**src/rtl/ls148_irq_pkg.sv**
```systemverilog
// rtl/ls148_irq_pkg.sv - shared types, constants and priority encoder for ls148_irq_encoder
//
// Purpose: holds the encoder FSM state type, the request-line count and the
// priority-encode helper used by the top level.
// Ports: none (package).

package ls148_irq_pkg;

  localparam int N_REQ = 8;

  typedef enum logic [1:0] {
    IDLE    = 2'd0,
    PRESENT = 2'd1,
    HOLDOFF = 2'd2
  } state_e;

  // Index of the highest set bit; bit 7 has the highest priority.
  // Returns 0 for an all-zero vector, callers only use it when req != 0.
  function automatic logic [2:0] prio_enc(input logic [N_REQ-1:0] req);
    logic [2:0] idx;
    idx = 3'd0;
    for (int i = 0; i < N_REQ; i++) begin
      if (req[i]) idx = 3'(i);
    end
    return idx;
  endfunction

endpackage

```
**src/rtl/irq_sync.sv**
```systemverilog
// rtl/irq_sync.sv - single-bit multi-flop synchroniser with reset value 1
//
// Purpose: brings one asynchronous, active-low request line into the clk
// domain. All stages reset to 1 (the idle level of an active-low line).
// Ports:
//   clk   in  clock
//   _rst  in  synchronous active-low reset
//   d     in  asynchronous input
//   q     out synchronised output (last stage)

module irq_sync #(
  parameter int STAGES = 2
) (
  input  logic clk,
  input  logic _rst,
  input  logic d,
  output logic q
);

  logic [STAGES-1:0] stage_q;
  logic [STAGES-1:0] stage_d;

  always_comb begin
    stage_d = {stage_q[STAGES-2:0], d};
  end

  always_ff @(posedge clk) begin
    if (!_rst) begin
      stage_q <= '1;
    end else begin
      stage_q <= stage_d;
    end
  end

  assign q = stage_q[STAGES-1];

endmodule

```
**src/rtl/ls148_irq_encoder.sv**
```systemverilog
// rtl/ls148_irq_encoder.sv - 74LS148-style prioritised interrupt encoder with acknowledge handshake
//
// Purpose: synchronises eight active-low request lines, records pending
// requests (falling-edge captured or level), presents the highest pending
// index until acknowledged, then inserts one holdoff cycle.
// Ports:
//   clk   in   1  sole clock, rising edge
//   _rst  in   1  synchronous active-low reset
//   _I    in   8  active-low asynchronous requests, bit 7 highest priority
//   _EI   in   1  active-low enable
//   _ACK  in   1  active-low acknowledge of the presented code
//   _A    out  3  active-low encoded index (3'b111 when nothing presented)
//   _GS   out  1  low while a code is presented
//   _EO   out  1  low when enabled, idle and nothing pending

module ls148_irq_encoder
  import ls148_irq_pkg::*;
#(
  parameter int SYNC_STAGES = 2,
  parameter int EDGE_MODE   = 1
) (
  input  logic             clk,
  input  logic             _rst,
  input  logic [N_REQ-1:0] _I,
  input  logic             _EI,
  input  logic             _ACK,
  output logic [2:0]       _A,
  output logic             _GS,
  output logic             _EO
);

  localparam logic [1:0] SETTLE_MAX = 2'(SYNC_STAGES);

  logic [N_REQ-1:0] sync_n;

  for (genvar n = 0; n < N_REQ; n++) begin : g_sync
    irq_sync #(.STAGES(SYNC_STAGES)) u_sync (
      .clk  (clk),
      ._rst (_rst),
      .d    (_I[n]),
      .q    (sync_n[n])
    );
  end

  state_e           state_q, state_d;
  logic [2:0]       code_q, code_d;
  logic [N_REQ-1:0] pending_q, pending_d;
  logic [N_REQ-1:0] prev_hi_q, prev_hi_d;
  logic [1:0]       settle_q, settle_d;
  logic [2:0]       a_q, a_d;
  logic             gs_q, gs_d;
  logic             eo_q, eo_d;

  logic             settle_done;
  logic [N_REQ-1:0] fall;
  logic [N_REQ-1:0] ack_clr;

  // After reset the synchroniser still holds its reset 1s; its output only
  // reflects real post-reset samples once SYNC_STAGES edges have passed.
  // prev_hi tracks the last real sample and starts at 0, so a line held low
  // through reset release never looks like a falling edge.
  assign settle_done = (settle_q == SETTLE_MAX);
  assign fall        = prev_hi_q & ~sync_n;

  always_comb begin
    settle_d  = settle_done ? settle_q : settle_q + 2'd1;
    prev_hi_d = settle_done ? sync_n : prev_hi_q;
    state_d   = state_q;
    code_d    = code_q;
    ack_clr   = '0;

    unique case (state_q)
      IDLE: begin
        if (!_EI && (pending_q != '0)) begin
          code_d  = prio_enc(pending_q);
          state_d = PRESENT;
        end
      end
      PRESENT: begin
        // Disable wins over a simultaneous acknowledge; pending is kept.
        if (_EI) begin
          state_d = IDLE;
        end else if (!_ACK) begin
          ack_clr[code_q] = 1'b1;
          state_d         = HOLDOFF;
        end
      end
      HOLDOFF: begin
        state_d = IDLE;
      end
      default: begin
        state_d = IDLE;
      end
    endcase

    // A fresh edge in the same cycle as the acknowledge clear keeps the bit set.
    if (EDGE_MODE != 0) begin
      pending_d = (pending_q & ~ack_clr) | fall;
    end else begin
      pending_d = ~sync_n;
    end

    a_d  = (state_d == PRESENT) ? ~code_d : 3'b111;
    gs_d = (state_d != PRESENT);
    eo_d = !(!_EI && (state_d == IDLE) && (pending_d == '0));
  end

  always_ff @(posedge clk) begin
    if (!_rst) begin
      state_q   <= IDLE;
      code_q    <= 3'd0;
      pending_q <= '0;
      prev_hi_q <= '0;
      settle_q  <= 2'd0;
      a_q       <= 3'b111;
      gs_q      <= 1'b1;
      eo_q      <= 1'b1;
    end else begin
      state_q   <= state_d;
      code_q    <= code_d;
      pending_q <= pending_d;
      prev_hi_q <= prev_hi_d;
      settle_q  <= settle_d;
      a_q       <= a_d;
      gs_q      <= gs_d;
      eo_q      <= eo_d;
    end
  end

  assign _A  = a_q;
  assign _GS = gs_q;
  assign _EO = eo_q;

endmodule

```
**config.mk**
```make
export PLATFORM = sky130hd
export DESIGN_NAME = ls148_irq_encoder
export DESIGN_NICKNAME = d
export VERILOG_FILES = /design/src/rtl/ls148_irq_pkg.sv /design/src/rtl/irq_sync.sv /design/src/rtl/ls148_irq_encoder.sv
export SDC_FILE = /design/constraint.sdc
export NUM_CORES = 1
export LEC_CHECK = 0
export ABC_AREA = 0
export BUFFER_PORTS_ARGS = -buffer_cell sky130_fd_sc_hd__buf_2
export CAP_MARGIN = 25
export CORE_UTILIZATION = 25
export DETAILED_ROUTE_END_ITERATION = 7
export GPL_TIMING_DRIVEN = 0
export PLACE_DENSITY_LB_ADDON = 0.15
export SETUP_SLACK_MARGIN = 0.1
export SYNTH_ARGS = -nofsm -noshare
export SYNTH_HDL_FRONTEND = slang
export SYNTH_SLANG_ARGS = --single-unit
```
**constraint.sdc**
```tcl
create_clock -name clk -period 1.65 [get_ports clk]
set_input_delay 0.165 -clock clk [delete_from_list [all_inputs] [get_ports clk]]
set_output_delay 0.165 -clock clk [all_outputs]
set_load 0.01 [all_outputs]
```
# Word level (Yosys, flattened, before mapping)
# Index checks and enable logic that the tools add are counted.
# op_classes
muxes	18
add_sub_neg	1
eq_ne	4
order_cmp	2
reduce_logical	11
bitwise	6
# ops
operator	n
two-way mux 3 bit	8
two-way mux 8 bit	3
AND 8 bit	2
inverter 8 bit	2
zero test 8 bit	1
OR 8 bit	1
nonzero test 8 bit	1
two-way mux 2 bit	3
equality test 2 x 1 -> 1 bit (second input constant)	2
logical AND 1 bit	4
zero test 2 bit	2
less-than comparator 3 x 4 -> 1 bit (second input constant)	1
one-hot mux 2 bit (2 select lines)	1
demux 1 bit (select 3 bit)	1
>= comparator 3 x 1 -> 1 bit (second input constant)	1
inverter 3 bit	1
adder 2 x 1 -> 2 bit (second input constant)	1
equality test 2 bit (second input constant)	1
zero test 1 bit	2
two-way mux 1 bit	2
!= test 2 x 1 -> 1 bit (second input constant)	1
AND reduction 2 bit	1
# word_totals
output_inout_bits	5
reg_bits	44

# Depth between registers and ports, before layout
# Gate-level depths: netlist of the first run.
# logic_depth
ltp_word	13
mapped_depth	6
ltp_nobuf	5

# By module
# From an unflattened synthesis of the first run, not the netlist that was laid out.
# hier_totals
cells_unflattened	163
hier_area_um2	1556.5
# modules_own_cells
mod	area_per_inst_um2	cells_each	instances
ls148_irq_encoder	1136.1	131	1
irq_sync	52.6	4	8

# Worst setup path before layout of the first run
# Ideal clock, no wire load.
# synth_path
path_kind	reg2reg
from	reg state_q[0]
to	reg eo_q, in the netlist _EO
required_ps	1523
setup_ps	127
path_slack_ps	-37
arrival_time_ps	1560
path_stages_with_launch	7
synth_period_minus_slack_ps	1687
cell_sequence	dfxtp_1 -> or4b_4 -> buf_6 -> nor4b_4 -> o22ai_1 -> nor4_1 -> o21ai_1
# synth_between
elab_chain_len	8
# synth_rtl
element	line	rtl
from (decl)	ls148_irq_encoder.sv:45	state_e state_q, state_d;
from (signal assigned)	ls148_irq_encoder.sv:119	state_q <= state_d;
equality test 2 x 1 -> 1 bit	ls148_irq_encoder.sv:72	unique case (state_q)
two-way mux 8 bit	ls148_irq_encoder.sv:72	
inverter 8 bit	ls148_irq_encoder.sv:98	pending_d = (pending_q & ~ack_clr) | fall;
AND 8 bit	ls148_irq_encoder.sv:98	
OR 8 bit	ls148_irq_encoder.sv:98	
zero test 8 bit	ls148_irq_encoder.sv:105	eo_d = !(!_EI && (state_d == IDLE) && (pending_d == '0));
logical AND 1 bit (*)	ls148_irq_encoder.sv:105	
zero test 1 bit (*)	ls148_irq_encoder.sv:105	
to (signal assigned)	ls148_irq_encoder.sv:126	eo_q <= eo_d;
to (decl)	ls148_irq_encoder.sv:52	logic eo_q, eo_d;
# Every way passes the cells marked *; elsewhere a longest branch is shown, timed or not.
# A chain may end at the register's enable or synchronous reset.

# Final worst setup path of the first run
# layout_path
from	reg state_q[1]
to	reg pending_q[0]
# layout_between
elab_chain_len	5
# layout_rtl
element	line	rtl
equality test 2 x 1 -> 1 bit	ls148_irq_encoder.sv:72	
two-way mux 8 bit	ls148_irq_encoder.sv:72	
inverter 8 bit	ls148_irq_encoder.sv:98	
AND 8 bit	ls148_irq_encoder.sv:98	
OR 8 bit	ls148_irq_encoder.sv:98	
to (signal assigned)	ls148_irq_encoder.sv:121	pending_q <= pending_d;
to (decl)	ls148_irq_encoder.sv:47	logic [N_REQ-1:0] pending_q, pending_d;
# No other way between the ends.

==> impl_results.md, run 1 <==
- Fin crit share: 1.03
- Synth warn: 0
- Vias per cell: 4.37
- Crit-path max FO: 4
- Switching Fraction: 0.282
- Clock period minus final worst setup slack: 1.69 ns
- Global-route wire length before repair: 5700 µm
- Via count: 1201
- Final worst setup slack: -0.0421 ns
- Worst-skew pair later-pin latency: 0.30 ns
- Buffers on Ports: 16
- Total core area: 6460 µm²
- Top cells by area, synth: dfxtp_1 (52%), nand2b_1 (7.4%), mux2i_1 (4.7%)
- CTS HTree Levels: 2
- Top cell type by total area after synthesis: dfxtp_1
- Initial antenna violation count: 0
- Initial Util: 0.263
- Grt total ovfl: 0
- Req. time, crit path: 1.84 ns
- Final setup fails: 2
- Hold path cells: 2
- Die X: 84.5 µm
- Die Footprint: 7140 µm²
- Net Count, Synth: 181
- TritonCTS buffer count: 5
- Worst hold path class: primary input to flip-flop
- Slew Limit Fails: 0
- Post-Syn Area per Cell: 10.1 µm²
- Utilization after layout: 0.335
- Top_reg_cell synth: dfxtp_1
- Rel. slew slack: 0.692
- Commonest cells post-synth: dfxtp_1 (44), nand2b_1 (20), nor2b_1 (12)
- Core Rows: 29
- Crit start category: flip-flop
- Critical path capture point type: flip-flop
- Die Y: 84.5 µm
- Post-DP HPWL: 2380 µm
- Post-Layout Cell Count: 275
- Total track usage: 0.105
- Post-synth EDFFs: 0
- ANT nets after route: 0
- Post-synth top area share: 0.518
- Clock power frac: 0.307
- GPL Wtd Cong: 0.723
- Area post-placement: 1880 µm²
- Mapped Cells: 168
- Number of diodes: 0
- Mapped Area: 1700 µm²
- Total design power: 2.85 mW
- TritonCTS clock tree: yes
- Ys async rst share: 0
- I/O pins: 17
- Clock Tree Root: clkbuf_8
- Fin nets: 210
- P_int: 2.05 mW
- Power density over the cells: 1320 nW/µm²
- Max clock buf depth: 2
- Fill count: 678
- Placed insts: 261
- CP Class: flip-flop to flip-flop
- Hold WS: 0.0352 ns
- Flops & latches, synth: 44
- Clock sinks: 44
- Fmax: 0.591 GHz
- DRC viols: 0
- Routed WL: 3560 µm
- Avg WL per Cell: 13.0 µm
- Failing checks: setup timing
- Maximum VDD drop: 0.000433 V
- Status: finished with violations
- Leak: 0.785 nW
- Worst-margin pin slew: 0.461 ns
- WP data arrival: 1.88 ns
- Layout cells sized above 1: 0.283
- Clk slew on worst S/H paths: 0.09 ns
- Unrepaired setup endpoints after global routing: yes
- Vias in the first global route: 1110
- Net Sw Power: 0.804 mW
- Clock skew: 0.00855 ns
- Seq pwr share: 0.457
- Comb pwr share: 0.236
- Register area share after synthesis: 0.518
- Drt first pass iters: 4
- Final Cell Area: 2160 µm²
- Pin count of the biggest net entering global routing: 15
- Netlist cell types: 38
- Most frequent cell after synthesis: dfxtp_1
- Max-cap violations: 0
- Final hold violations: 0
- R2R depth: 6
- Syn-to-layout area delta: 27.3%
- Initial DRC count: 70
-- flip-flops by register name, indices dropped and copies added (netlist names) --
| register | flops |
|---|---|
| code_q | 3 |
| _GS | 1 |
| state_q | 2 |
| _A | 3 |
| g_sync.u_sync.stage_q | 16 |
| pending_q | 8 |
| _EO | 1 |
| settle_q | 2 |
| prev_hi_q | 8 |
-- area by class of cell --
| type | count | area [µm²] | share of cell area |
|---|---|---|---|
| Buffer | 9 | 63.8 | 0.0295 |
| Clock buffer | 6 | 82.6 | 0.0382 |
| Inverter | 7 | 26.3 | 0.0121 |
| Timing Repair Buffer | 22 | 133 | 0.0613 |
| Sequential cell | 44 | 883 | 0.408 |
| Tap cell | 77 | 96.3 | 0.0445 |
| Multi-Input combinational cell | 108 | 841 | 0.388 |
| Clock inverter | 2 | 38.8 | 0.0179 |
-- power by group through the flow --
stage | Combinational [mW] | Clock (mW) | Sequential, mW
after global placement | 0.552 | 0 | 1.32
after CTS | 0.596 | 0.905 | 1.30
after detailed placement | 0.553 | 0 | 1.32
after floorplan | 0.420 | 0 | 1.31
final | 0.672 | 0.876 | 1.30
after global routing | 0.744 | 0.953 | 1.33
-- logic make-up (layout without fill, tap and decap cells) --
logic type                 count (synthesis)  in the layout  synth area share
AOI/OAI and AO/OA                         28             28             0.107
xor gates and xnor gates                   1              1           0.00515
and+or+nand+nor                           69             69             0.263
DFF                                       44             44             0.518
adders and majority gates                  1              1           0.00736
muxes                                      9              9            0.0537
buffers and inverters                     16             46            0.0449
-- through the flow --
stage	TNS [ns]	setup slack, ns
after floorplan	0	0.0513
after global placement	-0.404	-0.214
after detailed placement	-0.370	-0.128
after CTS	-0.0771	-0.0749
after global routing	-0.211	-0.114
final	-0.0811	-0.0421
-- cells in the final DEF, fill, tap and decap left out, types with 4 or more instances in the layout --
master / Yosys / layout
buf_4: 0 / 5
dfxtp_1: 44 / 42
clkbuf_8: 0 / 7
inv_1: 7 / 7
buf_6: 2 / 4
o21ai_0: 6 / 6
buf_2: 1 / 17
and2_1: 6 / 6
clkbuf_1: 5 / 4
nor2b_1: 12 / 12
a21boi_1: 0 / 5
nand2b_1: 20 / 20
mux2i_1: 8 / 8
nand2_1: 8 / 8
-- critical path, cell delays in order, from the launching register on --
cell and delay [ns]:
dfxtp_2 0.34, or4b_4 0.48, buf_6 0.14, buf_4 0.13, buf_6 0.12, o41ai_4 0.27
a21boi_1 0.10
-- what timing repair did --
| item | CTS | global route |
|---|---|---|
| setup buffers | 3 | 3 |
| hold buffers | 0 | 0 |
| setup endpoints to repair | 10 | 12 |
| pin swaps | 1 | 7 |
| resized for setup | 14 | 15 |
-- per-layer routing --
layer	wire (µm)	share of wire	global-route usage
met1	1730	0.49	0.130
met2	1640	0.46	0.170
met3	156	0.044	0.0324
met4	35	0.0098	0.0462
met5	0	0	0
-- final timing paths --
path	slack (ns)	to	start
max	-0.04	pending_q[0]$_SDFF_PN0_	state_q[1]$_SDFF_PN0_
min	0.04	g_sync[2].u_sync.stage_q[0]$_SDFF_PN1_	_I[2]
min reg2reg	0.41	g_sync[5].u_sync.stage_q[1]$_SDFF_PN1_	g_sync[5].u_sync.stage_q[0]$_SDFF_PN1_
max reg2reg	-0.04	pending_q[0]$_SDFF_PN0_	state_q[1]$_SDFF_PN0_
No activity file was read; power rests on OpenSTA's default activity.
==> run 2: changes to the inputs <==
--- a/config.mk
+++ b/config.mk
@@ -8,6 +8,8 @@
 export ABC_AREA = 0
 export BUFFER_PORTS_ARGS = -buffer_cell sky130_fd_sc_hd__buf_2
 export CAP_MARGIN = 25
+export CELL_PAD_IN_SITES_DETAIL_PLACEMENT = 1
+export CELL_PAD_IN_SITES_GLOBAL_PLACEMENT = 2
 export CORE_UTILIZATION = 25
 export DETAILED_ROUTE_END_ITERATION = 7
 export GPL_TIMING_DRIVEN = 0
==> impl_results.md, run 2 (synthesis results as in run 1) <==
- Status: finished with violations
- Failing checks: DRC, setup timing
- Comb pwr share: 0.268
- Global-route wire length before repair: 6470 µm
- Via count: 1257
- Unrepaired setup endpoints after global routing: yes
- Final worst setup slack: -0.0445 ns
- Initial Util: 0.263
- Fin crit share: 1.03
- Routed WL: 3900 µm
- Storage cell area: 885 µm²
- Crit-path max FO: 5
- Buffers on Ports: 16
- Max clock buf depth: 2
- CP cell instances: buf_6 > buf_4 > or3_4 > a21oi_4 > buf_6 > buf_6 > o21a_1 > o21ai_1
- Die X: 84.5 µm
- Clock power frac: 0.272
- CTS HTree Levels: 2
- Commonest non-fill, non-tap cells in the layout: dfxtp_1 (41), nand2b_1 (20), buf_2 (17)
- Number of diodes: 0
- Total track usage: 0.119
- Max-cap violations: 0
- Die Y: 84.5 µm
- Maximum VDD drop: 0.000352 V
- TritonCTS buffer count: 5
- Area of the multi-input gates: 852 µm²
- ANT nets after route: 0
- Power density over the cells: 1290 nW/µm²
- TritonCTS clock tree: yes
- Cell mode on critical path: buf_6
- Crit start category: flip-flop
- Initial antenna violation count: 0
- Fin nets: 216
- Req. time, crit path: 1.82 ns
- Total core area: 6460 µm²
- Worst-margin pin slew: 0.514 ns
- Largest Register: g_sync.u_sync.stage_q
- Worst-skew pair later-pin latency: 0.29 ns
- Clk slew on worst S/H paths: 0.08 ns
- Critical path capture point type: flip-flop
- Layout cells sized above 1: 0.312
- Initial DRC count: 43
- Grt total ovfl: 0
- Worst hold path class: primary input to flip-flop
- Post-DP HPWL: 2770 µm
- Buffers plus inverters on the worst setup path: 4
- Fill count: 734
- Core Rows: 29
- DRC viols: 4
- Clock Tree Root: clkbuf_8
- P_int: 2.04 mW
- Worst reg2reg setup slack: -0.04 ns
- Hold WS: 0.0476 ns
- Leak: 0.811 nW
- Vias per cell: 4.51
- Vias in the first global route: 1340
- Total design power: 2.85 mW
- Syn-to-layout area delta: 29.7%
- Seq pwr share: 0.460
- GPL Wtd Cong: 0.747
- Cell family with most CP delay: buffers and inverters
- Drt first pass iters: 6
- I/O pins: 17
- Fmax: 0.590 GHz
- Clock skew: 0.00693 ns
- Die Footprint: 7140 µm²
- CP Class: flip-flop to flip-flop
- Delay of the slowest critical-path stage: 0.39 ns
- WP data arrival: 1.86 ns
- Biggest regs: g_sync.u_sync.stage_q (16), pending_q (8), prev_hi_q (8)
- Switching Fraction: 0.282
- Slowest cell on crit path: or3_4
- Pin count of the biggest net entering global routing: 13
- Clock period minus final worst setup slack: 1.69 ns
- Final setup fails: 6
- Avg WL per Cell: 14.0 µm
- Rel. slew slack: 0.657
- Net Sw Power: 0.802 mW
- Most common cell after layout, fill and taps aside: dfxtp_1
- Final hold violations: 0
- Clock sinks: 44
- Slew Limit Fails: 0
- Max reg flops: 16
-- run 2: worst register-to-register path, cell delays in order (launching register included) --
cell,delay (ns)
dfxtp_2,0.33
buf_6,0.12
buf_4,0.13
or3_4,0.39
a21oi_4,0.16
buf_6,0.12
buf_6,0.11
o21a_1,0.15
o21ai_1,0.07
-- run 2: final cells by class --
type,instances,share of cell area
multi-input combinational,108,0.386
sequential,44,0.401
tap,77,0.0437
buffer,9,0.0278
clock buffer,5,0.0312
inverter,7,0.0119
timing repair buffer,28,0.0840
clock inverter,1,0.0136
-- run 2: repair_timing --
action	CTS	global route
gates cloned	0	0
setup buffers	5	7
gates resized for setup	15	22
setup endpoints to repair	15	11
pin swaps	4	14
hold buffers	0	0
-- run 2: power by group through the flow --
stage | sequential, mW | clock, mW | combinational (mW)
final | 1.31 | 0.775 | 0.762
after detailed placement | 1.32 | 0 | 0.583
after global placement | 1.32 | 0 | 0.556
after floorplan | 1.31 | 0 | 0.420
after global routing | 1.33 | 0.846 | 0.848
after CTS | 1.30 | 0.811 | 0.664
-- run 2: routing by layer --
metal  wire length, µm  track usage  up-vias
met1              1710        0.134      594
li1                  -            -      636
met3               118       0.0256        7
met5                 0            0        -
met4                87       0.0678        0
met2              1980        0.207       20
-- run 2: path summary, 6_finish.rpt --
path / endpoint / cells past startpoint / from
setup reg to reg: _A[0]$_SDFF_PN1_ / 8 / state_q[1]$_SDFF_PN0_
setup / recovery: _A[0]$_SDFF_PN1_ / 8 / state_q[1]$_SDFF_PN0_
hold reg to reg: g_sync[3].u_sync.stage_q[1]$_SDFF_PN1_ / 1 / g_sync[3].u_sync.stage_q[0]$_SDFF_PN1_
hold / removal: g_sync[7].u_sync.stage_q[0]$_SDFF_PN1_ / 2 / _I[7]
-- run 2: metrics by stage --
stage	cells	setup slack [ns]	util	setup TNS [ns]	area (µm²)
finish	279	-0.0445	0.341	-0.122	2200
global route	279	-0.177	0.341	-0.569	2200
CTS	272	-0.142	0.320	-0.203	2070
detailed placement	261	-0.278	0.291	-0.695	1880
global placement	261	-0.230	0.291	-0.728	1880
floorplan	168	0.0513	-	0	1700
